[src/rtl/data_memory_bytelane_pkg.sv]
// Shared encodings and lane-extension helpers for the byte-lane data memory.
package data_memory_bytelane_pkg;

    typedef enum logic [1:0] {
        SZ_BYTE = 2'b00,
        SZ_HALF = 2'b01,
        SZ_WORD = 2'b10,
        SZ_RSVD = 2'b11
    } size_e;

    typedef enum logic {
        ST_CLEAR = 1'b0,
        ST_IDLE  = 1'b1
    } state_e;

    function automatic logic [31:0] ext8(input logic [7:0] b, input logic is_unsigned);
        return is_unsigned ? {24'b0, b} : {{24{b[7]}}, b};
    endfunction

    function automatic logic [31:0] ext16(input logic [15:0] h, input logic is_unsigned);
        return is_unsigned ? {16'b0, h} : {{16{h[15]}}, h};
    endfunction

endpackage

[src/rtl/data_memory_bytelane_lane_align.sv]
// Combinational lane steering: byte enables, store replication, load extraction
// with sign/zero extension, and half/word misalignment detection.
module data_memory_bytelane_lane_align
    import data_memory_bytelane_pkg::*;
(
    input  logic [1:0]  size,
    input  logic [1:0]  addr_lo,
    input  logic        is_unsigned,
    input  logic [31:0] wdata,
    input  logic [31:0] raw_word,
    output logic [3:0]  byte_en,
    output logic [31:0] store_word,
    output logic [31:0] load_data,
    output logic        misalign
);

    always_comb begin
        byte_en    = '0;
        store_word = '0;
        load_data  = '0;
        misalign   = 1'b0;
        case (size_e'(size))
            SZ_BYTE: begin
                byte_en    = 4'b0001 << addr_lo;
                store_word = {4{wdata[7:0]}};
                load_data  = ext8(raw_word[{addr_lo, 3'b000} +: 8], is_unsigned);
            end
            SZ_HALF: begin
                misalign   = addr_lo[0];
                byte_en    = addr_lo[1] ? 4'b1100 : 4'b0011;
                store_word = {2{wdata[15:0]}};
                load_data  = ext16(addr_lo[1] ? raw_word[31:16] : raw_word[15:0], is_unsigned);
            end
            SZ_WORD: begin
                misalign   = (addr_lo != 2'b00);
                byte_en    = 4'b1111;
                store_word = wdata;
                load_data  = raw_word;
            end
            default: ;
        endcase
    end

endmodule

[src/rtl/data_memory_bytelane.sv]
// MEM-stage data memory: byte-addressed little-endian array with registered loads,
// fault reporting, and a post-reset clear sweep that zeroes every word.
module data_memory_bytelane
    import data_memory_bytelane_pkg::*;
#(
    parameter int DEPTH_WORDS    = 128,
    parameter int ADDR_W         = 32,
    parameter bit CLEAR_ON_RESET = 1'b1
) (
    input  logic              clk,
    input  logic              rst_n,
    output logic              ready,
    input  logic              req_valid,
    input  logic              req_we,
    input  logic [1:0]        req_size,
    input  logic              req_unsigned,
    input  logic [ADDR_W-1:0] addr,
    input  logic [31:0]       wdata,
    output logic [31:0]       rdata,
    output logic              rvalid,
    output logic              fault
);

    localparam int IDX_W = $clog2(DEPTH_WORDS);
    localparam logic [ADDR_W:0] ADDR_LIMIT = (ADDR_W+1)'(4 * DEPTH_WORDS);

    state_e           state;
    logic [IDX_W-1:0] clear_ptr;
    logic [31:0]      mem [DEPTH_WORDS];

    logic [IDX_W-1:0] word_idx;
    logic             accept;
    logic             out_of_range;
    logic             misalign;
    logic             bad_req;
    logic             clearing;
    logic [3:0]       byte_en;
    logic [31:0]      store_word;
    logic [31:0]      load_data;
    logic [31:0]      raw_word;

    assign word_idx     = addr[IDX_W+1:2];
    assign accept       = ready && req_valid;
    assign out_of_range = ({1'b0, addr} >= ADDR_LIMIT);
    assign bad_req      = (req_size == SZ_RSVD) || misalign || out_of_range;
    assign raw_word     = mem[word_idx];
    assign clearing     = (state == ST_CLEAR) && CLEAR_ON_RESET;

    data_memory_bytelane_lane_align u_align (
        .size        (req_size),
        .addr_lo     (addr[1:0]),
        .is_unsigned (req_unsigned),
        .wdata       (wdata),
        .raw_word    (raw_word),
        .byte_en     (byte_en),
        .store_word  (store_word),
        .load_data   (load_data),
        .misalign    (misalign)
    );

    // The array has no reset; it is zeroed by the clear sweep instead.
    always_ff @(posedge clk) begin
        if (clearing) begin
            mem[clear_ptr] <= '0;
        end else if (accept && req_we && !bad_req) begin
            for (int b = 0; b < 4; b++) begin
                if (byte_en[b]) begin
                    mem[word_idx][8*b +: 8] <= store_word[8*b +: 8];
                end
            end
        end
    end

    always_ff @(posedge clk or negedge rst_n) begin
        if (!rst_n) begin
            state     <= ST_CLEAR;
            clear_ptr <= '0;
            ready     <= 1'b0;
            rvalid    <= 1'b0;
            fault     <= 1'b0;
            rdata     <= '0;
        end else begin
            rvalid <= 1'b0;
            fault  <= 1'b0;
            case (state)
                ST_CLEAR: begin
                    if (!CLEAR_ON_RESET || clear_ptr == IDX_W'(DEPTH_WORDS - 1)) begin
                        state <= ST_IDLE;
                        ready <= 1'b1;
                    end else begin
                        clear_ptr <= clear_ptr + 1'b1;
                    end
                end
                ST_IDLE: begin
                    if (accept) begin
                        if (bad_req) begin
                            fault <= 1'b1;
                        end else if (!req_we) begin
                            rvalid <= 1'b1;
                            rdata  <= load_data;
                        end
                    end
                end
                default: state <= ST_CLEAR;
            endcase
        end
    end

endmodule

[config.mk]
export PLATFORM = sky130hd
export DESIGN_NAME = data_memory_bytelane
export DESIGN_NICKNAME = d
export VERILOG_FILES = /design/src/rtl/data_memory_bytelane_pkg.sv /design/src/rtl/data_memory_bytelane_lane_align.sv /design/src/rtl/data_memory_bytelane.sv
export SDC_FILE = /design/constraint.sdc
export NUM_CORES = 2
export LEC_CHECK = 0
export CELL_PAD_IN_SITES_DETAIL_PLACEMENT = 1
export CELL_PAD_IN_SITES_GLOBAL_PLACEMENT = 1
export CORE_UTILIZATION = 27
export DETAILED_ROUTE_END_ITERATION = 7
export GPL_TIMING_DRIVEN = 0
export PLACE_DENSITY = 0.47
export REMOVE_ABC_BUFFERS = 1
export SYNTH_ARGS = -nofsm -noshare
export SYNTH_HDL_FRONTEND = slang
export SYNTH_SLANG_ARGS = --single-unit
[constraint.sdc]
create_clock -name clk -period 8.9 [get_ports clk]
set_clock_uncertainty 0.1 [all_clocks]
set_input_delay 1.78 -clock clk [delete_from_list [all_inputs] [get_ports clk]]
set_output_delay 1.78 -clock clk [all_outputs]
set_load 0.01 [all_outputs]
==> metrics <==
share of the synthesized area in the top cell type 75.86%; total gr overflow 0; Syn. warnings 0; DIE WIDTH 776.9 um; Seq/Total Area, Yosys 76.52%; postcts setup bufs 0; Post-CTS Hold Buffers 0; layout cell share with drive strength beyond 1 25.49%; Area contributors post-synth edfxtp_1 76%, mux4_2 15%, mux2i_1 1.8%; commonest non-fill, non-tap cell in the layout edfxtp_1; master of the slowest instance on the critical path o221ai_1; largest net degree at the start of global routing 129; slowest stage delay, CP 1030 ps; CP Capture Type flop; DR pass1 iterations 7; Cell Pwr Density 212.7 nW/um2; Crit Path Max Fanout 105; WL final 489.6 mm; Register Area 124,100 um2; critical-path cell list buf_16, buf_16, buf_16, buf_16, buf_16, buf_16, buf_16, mux4_2, mux2i_1, o22ai_1, a2111oi_0, a21oi_1, a21o_1, o221ai_1, a21oi_1; IO buf count 105; slew margin rel. -0.9406%; Syn Area/Cell 21.67 um2; multi-input logic area 36,120 um2; Total Power 40.46 mW; Final ANT Viol Nets 0; Synth cell types 72; Clock Tree Buf Depth 4; via count 77,980; IO Count 106; cells after synthesis 7,481; Die Y 776.9 um; First DRT Iteration DRCs 6,988; Starting Density 27.11%; outcome complete, but fails checks; H-tree depth 5; DP HPWL 320.7 mm; std cell rows 284; initial antenna violation count 27; leak pwr 47.36 nW; post-synth top area cell edfxtp_1; Clock Latency Late Sink 980 ps; most frequent cells in the layout 4,096 x edfxtp_1, 1,081 x mux4_2, 568 x nor2_1, 465 x clkbuf_16, 294 x mux2i_1; VDD IR max 177.6 uV; Cell Count, Final, Fillers Out 16,170; post-layout util 31.80%; drc violations 18; dpl cells 15,330; Worst Tran Pin Value 1514 ps; EDFF count, synth 4,096; Sink Count 4,139; Tightest Hold Check Type flop to flop; first-pass GRT wire length 679.8 mm; RSZ-0062 raised after global routing false; flop-to-flop setup slack 3420 ps; vias per cell 4.822; Layout fillers 58,970; cell with the most instances on the worst path buf_16; Worst EP arrival 9160 ps; clk slew on worst S/H paths 60 ps; final net count 7,859; min cycle time layout 8474 ps; Seq cells post-synth 4,139; Final Max Tran Viols 1; Cell Area, Synth 162,100 um2; CTS tree yes; post-cts sizing count 0; gpl congestion 0.7560; die area 603,600 um2; Syn-to-layout area delta 17.28%; Post-synth ARST share 1.039%; Total GRT Usage 15.89%; Core Area 598,000 um2; crit path launch type input port; CP required 9590 ps; vias in the first global route 82,790; drt wl/cell 30.28 um; failing checks design-rule violations, max-slew violations; # setup viols final 0; WP buf/inv 7; Crit path max-delay family buffers and inverters; number of max-cap violations 0; cts bufs inserted 455; CP Class input port to flop; FMAX 118.0 MHz; Root Buffer clkbuf_16; post-route setup slack 425.8 ps; Final Hold Vio Count 0; Place WS -682.5 ps; Final period util 95.22%; ys flop type edfxtp_1
synth_stat cells, drive strengths merged, types with 9 or more instances:
cell type,instances
a2111oi,9
a211oi,34
a21oi,65
a221oi,16
a22o,12
a22oi,141
a31oi,34
and2,18
and3,16
buf,282
clkbuf,189
dfrtp,43
edfxtp,4096
inv,10
mux2,45
mux2i,294
mux4,1081
nand2,139
nand2b,15
nand3,64
nand4,12
nor2,582
nor2b,35
nor3,21
nor4,18
o2111ai,14
o211ai,21
o21ai,32
o22ai,46
or2,12
cell families (layout without fill, tap and decap cells):
family	Yosys count	count (layout)	share of synthesized area, %
flip-flops	4139	4139	76.52
multiplexers	1420	1420	17.14
AND/OR/NAND/NOR	949	949	2.502
buffers and inverters	482	1158	1.644
AO/OA/AOI/OAI	481	481	2.124
adder cells (fa/ha/maj)	5	5	0.03858
XOR/XNOR	5	5	0.02701
other	0	7	0
worst paths after layout:
kind | startpoint | depth (start not counted) | to
min in group asynchronous | rst_n | 1 | fault
max in group asynchronous | rst_n | 2 | rdata[17]
setup reg to reg | ready | 6 | mem[44][1]
setup / recovery | addr[2] | 15 | rdata[1]
hold reg to reg | rdata[0] | 2 | rdata[0]
hold / removal | rdata[0] | 2 | rdata[0]
area by class of cell:
class	count	area share, %
Multi-Input combinational cell	2860	18.99
Tap cell	8008	5.269
Clock inverter	269	1.166
Sequential cell	4139	65.25
Timing Repair Buffer	316	2.981
Clock buffer	562	6.311
Inverter	11	0.02171
Antenna cell	7	0.009212
worst register-to-register path: stages, from the launching register on:
cell and delay [ps]:
dfrtp_1 630, nand4b_1 150, a2111o_1 680, or2_4 720
o31ai_2 980, nand2_2 810, nor2_1 1000
layer usage:
metal	routed length [um]	GRT usage (%)
met4	12270	3.714
met2	232800	25.91
met1	220600	22.42
met3	23940	2.394
met5	0	0
flip-flops by register name (all words and copies together) (netlist names):
register   flops
mem         4096
rvalid         1
state          1
ready          1
rdata         32
fault          1
clear_ptr      7
metrics by stage:
step	hold WS, ps	setup TNS (ps)	area (um2)
after floorplan	428.6	0	159500
after global placement	429.5	-	170600
after detailed placement	441.7	-12120	175900
after CTS	459.4	0	190100
after global routing	476.1	0	190100
final	452.3	0	190200
power by group:
group / internal, mW / leakage, nW / switching [mW]
Clock: 10.5 / 6.99 / 7.73
Combinational: 0.384 / 11.4 / 0.724
Sequential: 21.1 / 28.9 / 0
Power figures use the tool's default switching activity.
